==> src/rtl/uart_alu_pkg.sv <==
// uart_alu_pkg: shared types and constants for the UART/ALU byte controller, the ALU and the bench.
// Latency: n/a (declarations only).
// Backpressure: n/a.
package uart_alu_pkg;

   // Default widths of the UART byte path and the ALU opcode.
   localparam int NB_DATA_DEF = 8;
   localparam int NB_OP_DEF   = 6;

   // Controller sequencing states: collect A, B, opcode, then latch, send and wait for tx.
   typedef enum logic [2:0] {
      WAIT_A  = 3'd0,
      WAIT_B  = 3'd1,
      WAIT_OP = 3'd2,
      LATCH   = 3'd3,
      SEND    = 3'd4,
      WAIT_TX = 3'd5
   } state_t;

   // ALU opcodes (MIPS funct-style encoding), shared with the ALU and the bench.
   localparam logic [NB_OP_DEF-1:0] OP_ADD = 6'b100000;
   localparam logic [NB_OP_DEF-1:0] OP_SUB = 6'b100010;
   localparam logic [NB_OP_DEF-1:0] OP_AND = 6'b100100;
   localparam logic [NB_OP_DEF-1:0] OP_OR  = 6'b100101;
   localparam logic [NB_OP_DEF-1:0] OP_XOR = 6'b100110;
   localparam logic [NB_OP_DEF-1:0] OP_SRA = 6'b000011;
   localparam logic [NB_OP_DEF-1:0] OP_SRL = 6'b000010;
   localparam logic [NB_OP_DEF-1:0] OP_NOR = 6'b100111;

   // True while a frame is still being collected byte by byte; the timeout only applies here.
   function automatic logic is_byte_wait(input state_t s);
      return (s == WAIT_B) || (s == WAIT_OP);
   endfunction

endpackage

==> src/rtl/uart_alu_if_timer.sv <==
// uart_alu_if_timer: inter-byte timeout counter for the UART/ALU controller.
// Latency: o_expired is combinational, asserted in the cycle the count reaches TIMEOUT_CYCLES-1.
// Backpressure: none; a valid byte in the expiry cycle suppresses expiry and restarts the count.
module uart_alu_if_timer #(
   parameter int TIMEOUT_CYCLES = 1_000_000,
   parameter int NB_TIMEOUT     = $clog2(TIMEOUT_CYCLES)
) (
   input  logic i_clock,
   input  logic i_reset,
   input  logic i_run,
   input  logic i_rx_data_valid,
   output logic o_expired
);

   localparam logic [NB_TIMEOUT-1:0] LAST_COUNT = NB_TIMEOUT'(TIMEOUT_CYCLES - 1);

   logic [NB_TIMEOUT-1:0] count;

   // An incoming byte wins over expiry, so expiry requires a quiet cycle.
   assign o_expired = i_run && !i_rx_data_valid && (count == LAST_COUNT);

   // Count idle cycles while waiting for a byte; held at zero outside the wait states so
   // every entry into WAIT_B starts from zero, and cleared by each accepted byte.
   always_ff @(posedge i_clock or negedge i_reset) begin
      if (!i_reset) begin
         count <= '0;
      end else if (!i_run || i_rx_data_valid || o_expired) begin
         count <= '0;
      end else begin
         count <= count + 1'b1;
      end
   end

endmodule

==> src/rtl/uart_alu_interface.sv <==
// uart_alu_interface: collects A, B, opcode bytes from UART rx, drives the ALU, launches tx of the result.
// Latency: o_tx_data captured 1 cycle and o_tx_start pulsed 2 cycles after the opcode byte edge.
// Backpressure: none; rx bytes while busy are dropped. Optional inter-byte timeout: UART_ALU_IF_TIMEOUT_EN.
module uart_alu_interface
   import uart_alu_pkg::*;
#(
   parameter int NB_DATA        = NB_DATA_DEF,
   parameter int NB_OP          = NB_OP_DEF,
   parameter int TIMEOUT_CYCLES = 1_000_000,
   parameter int NB_TIMEOUT     = $clog2(TIMEOUT_CYCLES)
) (
   input  logic               i_clock,
   input  logic               i_reset,
   input  logic [NB_DATA-1:0] i_rx_data,
   input  logic               i_rx_data_valid,
   input  logic               i_tx_done,
   input  logic [NB_DATA-1:0] i_alu_result,
   output logic [NB_DATA-1:0] o_alu_data_a,
   output logic [NB_DATA-1:0] o_alu_data_b,
   output logic [NB_OP-1:0]   o_alu_op,
   output logic [NB_DATA-1:0] o_tx_data,
   output logic               o_tx_start,
   output logic               o_busy,
   output logic               o_timeout
);

   state_t state;
   state_t state_next;
   logic   busy;
   logic   expired;

`ifdef UART_ALU_IF_TIMEOUT_EN
   logic timeout_q;

   uart_alu_if_timer #(
      .TIMEOUT_CYCLES (TIMEOUT_CYCLES),
      .NB_TIMEOUT     (NB_TIMEOUT)
   ) u_timer (
      .i_clock         (i_clock),
      .i_reset         (i_reset),
      .i_run           (is_byte_wait(state)),
      .i_rx_data_valid (i_rx_data_valid),
      .o_expired       (expired)
   );

   // Registered abort pulse: high for the cycle after the frame is dropped back to WAIT_A.
   always_ff @(posedge i_clock or negedge i_reset) begin
      if (!i_reset) begin
         timeout_q <= 1'b0;
      end else begin
         timeout_q <= expired;
      end
   end

   assign o_timeout = timeout_q;
`else
   // No timer: wait forever for the next byte. The timeout parameters are folded here only
   // so that the default build carries no dangling configuration.
   logic [NB_TIMEOUT-1:0] unused_timeout_cfg;
   assign unused_timeout_cfg = NB_TIMEOUT'(TIMEOUT_CYCLES);
   assign expired            = 1'b0;
   assign o_timeout          = 1'b0;
`endif

   // State register; reset drops any frame in progress, including one mid-transmission.
   always_ff @(posedge i_clock or negedge i_reset) begin
      if (!i_reset) begin
         state <= WAIT_A;
      end else begin
         state <= state_next;
      end
   end

   // Next-state and busy decode. Bytes outside the three wait states and tx_done outside
   // WAIT_TX fall through unhandled, which is how they are dropped.
   always_comb begin
      state_next = state;
      busy       = 1'b0;
      case (state)
         WAIT_A: begin
            if (i_rx_data_valid) state_next = WAIT_B;
         end
         WAIT_B: begin
            if (i_rx_data_valid)  state_next = WAIT_OP;
            else if (expired)     state_next = WAIT_A;
         end
         WAIT_OP: begin
            if (i_rx_data_valid)  state_next = LATCH;
            else if (expired)     state_next = WAIT_A;
         end
         LATCH: begin
            busy       = 1'b1;
            state_next = SEND;
         end
         SEND: begin
            busy       = 1'b1;
            state_next = WAIT_TX;
         end
         WAIT_TX: begin
            busy = 1'b1;
            if (i_tx_done) state_next = WAIT_A;
         end
         default: begin
            state_next = WAIT_A;
         end
      endcase
   end

   assign o_busy = busy;

   // Operand/opcode capture, result capture and the tx request. Operands persist across
   // aborted frames. The ALU settles during the LATCH cycle before its result is captured,
   // and the start pulse is registered from SEND so it lands 2 cycles after the opcode edge.
   always_ff @(posedge i_clock or negedge i_reset) begin
      if (!i_reset) begin
         o_alu_data_a <= '0;
         o_alu_data_b <= '0;
         o_alu_op     <= '0;
         o_tx_data    <= '0;
         o_tx_start   <= 1'b0;
      end else begin
         if (state == WAIT_A && i_rx_data_valid)  o_alu_data_a <= i_rx_data;
         if (state == WAIT_B && i_rx_data_valid)  o_alu_data_b <= i_rx_data;
         if (state == WAIT_OP && i_rx_data_valid) o_alu_op     <= i_rx_data[NB_OP-1:0];
         if (state == LATCH)                      o_tx_data    <= i_alu_result;
         o_tx_start <= (state == SEND);
      end
   end

endmodule

==> config.mk <==
export PLATFORM = sky130hd
export DESIGN_NAME = uart_alu_interface
export DESIGN_NICKNAME = d
export VERILOG_FILES = /design/src/rtl/uart_alu_pkg.sv /design/src/rtl/uart_alu_if_timer.sv /design/src/rtl/uart_alu_interface.sv
export SDC_FILE = /design/constraint.sdc
export NUM_CORES = 1
export LEC_CHECK = 0
export ABC_AREA = 1
export ABC_CLOCK_PERIOD_IN_PS = 4200
export BUFFER_PORTS_ARGS = -buffer_cell sky130_fd_sc_hd__buf_2
export CORE_MARGIN = 2
export CORE_UTILIZATION = 55
export CTS_BUF_LIST = sky130_fd_sc_hd__clkbuf_8
export DETAILED_ROUTE_END_ITERATION = 7
export PLACE_DENSITY = 0.93
export SLEW_MARGIN = 25
export SYNTH_ARGS = -nofsm -noshare
export SYNTH_HDL_FRONTEND = slang
export SYNTH_HIERARCHICAL = 1
export SYNTH_SLANG_ARGS = --single-unit
==> constraint.sdc <==
create_clock -name i_clock -period 4.2 [get_ports i_clock]
set_clock_uncertainty 0.2 [all_clocks]
set_input_delay 1.05 -clock i_clock [delete_from_list [all_inputs] [get_ports i_clock]]
set_output_delay 1.05 -clock i_clock [all_outputs]
set_load 0.05 [all_outputs]
======== Word level (Yosys, flattened, before mapping) ========
Cells that the tools add are included.
storage, ports and cells
  register bits after elaboration ......... 34
  input port bits ......................... 20
  output and inout port bits .............. 33
  word-level logic and storage cells ...... 27
operators by class
  eq/ne operators ......................... 9
  mux-type cells .......................... 6
  reductions and logical operators ........ 6
operator list
  cell                                                             count
  3-bit one-hot mux with 6 select lines                            1
  3-bit 2-to-1 mux                                                 4
  2-bit inequality test, second input constant                     4
  3-bit by 2-bit == test with 1-bit output, second input constant  2
  3-bit == test, second input constant                             2
  4-bit AND reduction                                              1
  3-bit by 1-bit == test with 1-bit output, second input constant  1
  1-bit logical AND                                                3
  3-bit logical NOT                                                1
  3-bit OR reduction                                               1
  1-bit 2-to-1 mux                                                 1

======== Logic depth before layout (Yosys ltp) ========
  depth in word-level cells ............... 3
  depth in mapped cells ................... 7
  depth with buffers taken out ............ 5

======== Worst setup path after synthesis ========
OpenSTA, ideal clock, no wires.
  path kind ............................... reg-to-output
  from .................................... reg state[2]
  to ...................................... out o_busy
  data arrival time ....................... 1,218 ps
  required time ........................... 2,950 ps
  setup slack ............................. 1,732 ps
  stages on the path, launching flop included .. 6
  path buffers ............................ 0
  cells stage by stage .................... dfrtp_1 > inv_1 > nand3_4 > o21ai_0 > inv_1 > nand2_1
on the way
  cells in the longest elaborated chain, start to end .. 3
  elaborated cells between the ends (all ways) .. 5
  classes of those cells .................. 3 x eq/ne; 1 x mux; 1 x reduce/logical
ends and longest elaborated chain
  what                                                                       RTL line                  source
  start, declared                                                            uart_alu_interface.sv:27  state_t state;
  start signal, assigned                                                     uart_alu_interface.sv:70  state <= state_next;
  3-bit by 2-bit == test with 1-bit output or 3-bit == test (tied branches)  uart_alu_interface.sv:79  case (state)
  3-bit OR reduction (no source line) *                                      n/a
  1-bit 2-to-1 mux *                                                         uart_alu_interface.sv:79
  end, declared                                                              uart_alu_interface.sv:23  output logic o_busy,
Mark *: on every way between the ends. The rest lies on a longest branch, timed or not.

======== Worst setup path in the final report ========
Ends and elaborated chain as after synthesis.

==> results.sh <==
export IMPL_outcome="finished, final reports clean"
export IMPL_cts_hold_buffers_added=0
export IMPL_max_freq_mhz=343
export IMPL_die_w_um=55.8
export IMPL_via_per_inst=4.84
export IMPL_vias=1124
export IMPL_yosysSeqAreaShare_pct=57.6
export IMPL_hold_start="o_alu_data_b[0]"
export IMPL_met2_length_mm=1.25
export IMPL_drt_iter0_drc=28
export IMPL_routed_top_layer="met4"
export IMPL_gp_congestion=0.808
export IMPL_drc_errors=0
export IMPL_wl_mm=2.65
export IMPL_ant_nets=0
export IMPL_cp_data_arrival_time_ps=1660
export IMPL_grt_ovfl_total=0
export IMPL_drv_slew=0
export IMPL_io_buffers=51
export IMPL_drive_gt1_share_pct=39.6
export IMPL_initial_core_util_pct=58.6
export IMPL_synth_largest_area_cell="dfrtp_1"
export IMPL_required_ps=2950
export IMPL_grt_pass1_wl_mm=4.56
export IMPL_detail_route_wl_per_cell_um=11.4
export IMPL_hold_viol_final=0
export IMPL_yosys_warnings=6
export IMPL_clock_sinks=34
export IMPL_io_pins=53
export IMPL_netlist_area_sq_um=1480
export IMPL_finalSetupTns_ps=0
export IMPL_synth_distinct_cells=20
export IMPL_core_sq_um=2520
export IMPL_holdCritPathClass="reg -> reg"
export IMPL_post_cts_resized=0
export IMPL_fillers=204
export IMPL_wl_met3_um=169
export IMPL_post_cts_buffers=0
export IMPL_syn_to_final_growth_pct=20.7
export IMPL_crit_type="reg -> out"
export IMPL_reg2reg_from="state[0]"
export IMPL_dieArea_sq_um=3120
export IMPL_min_period_ps=2910
export IMPL_regArea_sq_um=851
export IMPL_cts_root_buf="clkbuf_8"
export IMPL_finalSetupViolations=0
export IMPL_grt_pass1_vias=1068
export IMPL_die_height_um=55.8
export IMPL_antenna_cells=0
export IMPL_end_kind="primary output"
export IMPL_netlist_area_leader_share_pct=57.6
export IMPL_track_usage_pct=18.8
export IMPL_place_ws_ps=1590
export IMPL_clockBufferDepth=2
export IMPL_ctsHtreeMaxLevel=2
export IMPL_rsz0062_at_grt="no"
export IMPL_multi_input_area_sq_um=478
export IMPL_worst_pin_slew_ps=724
export IMPL_start_kind="flop"
export IMPL_syn_avg_cell_area_sq_um=9.85
export IMPL_row_count=18
export IMPL_relSlewSlack_pct=51.8
export IMPL_antenna_found_initial=0
export IMPL_finalCritPeriodShare_pct=69.3
export IMPL_clkLatencyLatePin_ps=270
export IMPL_grt_max_degree=35
export IMPL_layout_setup_ws_ps=1290
export IMPL_synth_area_leaders="dfrtp_1 58%, nand2_1 9.9%, o21ai_2 8.3%, o21ai_0 5.4%, inv_1 5.1%"
export IMPL_firstDrtPassIters=4
export IMPL_synth_cells=150
export IMPL_wl_met1_mm=1.18
export IMPL_dpl_cell_area_sq_um=1710
export IMPL_cts_tree="built"
export IMPL_maxCapViolCount=0
export IMPL_startpoint="state[2]"
export IMPL_final_area_sq_um=1780
export IMPL_dp_hpwl_mm=1.97
export IMPL_syn_num_nets=170
export IMPL_numCtsBuffers=5
export IMPL_nets=222
export IMPL_clk_pin_slew_ps=60
export IMPL_path_max_fanout=17
export IMPL_synth_seq_cells=34
==> path summary, 6_finish.rpt <==
| path | end | slack (ps) | cells past startpoint |
|---|---|---|---|
| worst max-delay path | o_busy | 1290 | 6 |
| worst min-delay path | o_alu_data_b[0] | 280 | 2 |
| min in group asynchronous | o_tx_data[2] | 630 | 1 |
| worst max register to register | o_alu_data_b[7] | 2590 | 5 |
| max in group asynchronous | o_tx_data[0] | 2710 | 1 |
| worst min register to register | o_alu_data_b[0] | 280 | 2 |
==> routing by layer <==
| layer | up-vias | global-route usage, % |
|---|---|---|
| met5 | - | 0 |
| met4 | 0 | 8.16 |
| met3 | 7 | 4.88 |
| met2 | 39 | 27.7 |
| met1 | 507 | 26.3 |
| li1 | 571 | - |
==> state kept, by name, indices dropped and copies added, names as in the netlist <==
signal and count:
o_tx_start 1, o_tx_data 8, o_alu_data_b 8, o_alu_op 6, o_alu_data_a 8, state 3
==> kinds of logic (layout without fill, tap and decap cells) <==
| logic type | count (synthesis) | after routing | share of synthesized area [%] |
|---|---|---|---|
| simple gates | 55 | 55 | 17.7 |
| buf+inv | 28 | 80 | 10.1 |
| other cells | 1 | 1 | 0.254 |
| flops | 34 | 34 | 57.6 |
| compound gates | 32 | 32 | 14.4 |
==> Yosys cell counts <==
library cell  instances
inv_1                20
o21ai_0              16
o21ai_1               1
nand2_1              39
inv_4                 1
nand4_1               1
nand2_2               3
a21oi_1               1
buf_6                 5
nand3_1               6
nand3_2               1
inv_2                 1
o21ai_2              14
dfrtp_1              34
nor2_4                2
nor2_1                1
nand3_4               1
buf_4                 1
conb_1                1
nor2_2                1
==> per-stage QoR <==
stage | hold slack (ps) | instances | utilization, %
global placement | 261 | 225 | 67.7
detailed placement | 269 | 225 | 67.7
global route | 309 | 232 | 70.7
CTS | 286 | 232 | 70.7
floorplan | 379 | 150 | -
finish | 277 | 232 | 70.7
==> area by class of cell <==
cell class | count | share of cell area (%)
Clock buffer | 5 | 3.86
Clock inverter | 2 | 0.421
Inverter | 22 | 4.77
Multi-Input combinational cell | 88 | 26.8
Sequential cell | 34 | 47.7
Tap cell | 30 | 2.11
Timing Repair Buffer | 51 | 14.3
==> worst max-delay path: stages, from the launching register on <==
cell and delay, ps:
dfrtp_1 440, inv_1 220, nand3_4 200, o21ai_0 130
inv_1 80, nand2_1 60, buf_2 250
==> layout by cell type, fill, tap and decap left out, drive strengths merged <==
cell type | synthesis | routed
buf | 6 | 51
nand2 | 42 | 42
nand3 | 8 | 8
a21oi | 1 | 1
inv | 22 | 24
clkbuf | 0 | 5
dfrtp | 34 | 34
nand4 | 1 | 1
conb | 1 | 1
o21ai | 31 | 31
nor2 | 4 | 4
Power is not shown: default switching activity piles up to over one toggle a cycle in this logic, so the estimate is an artifact.
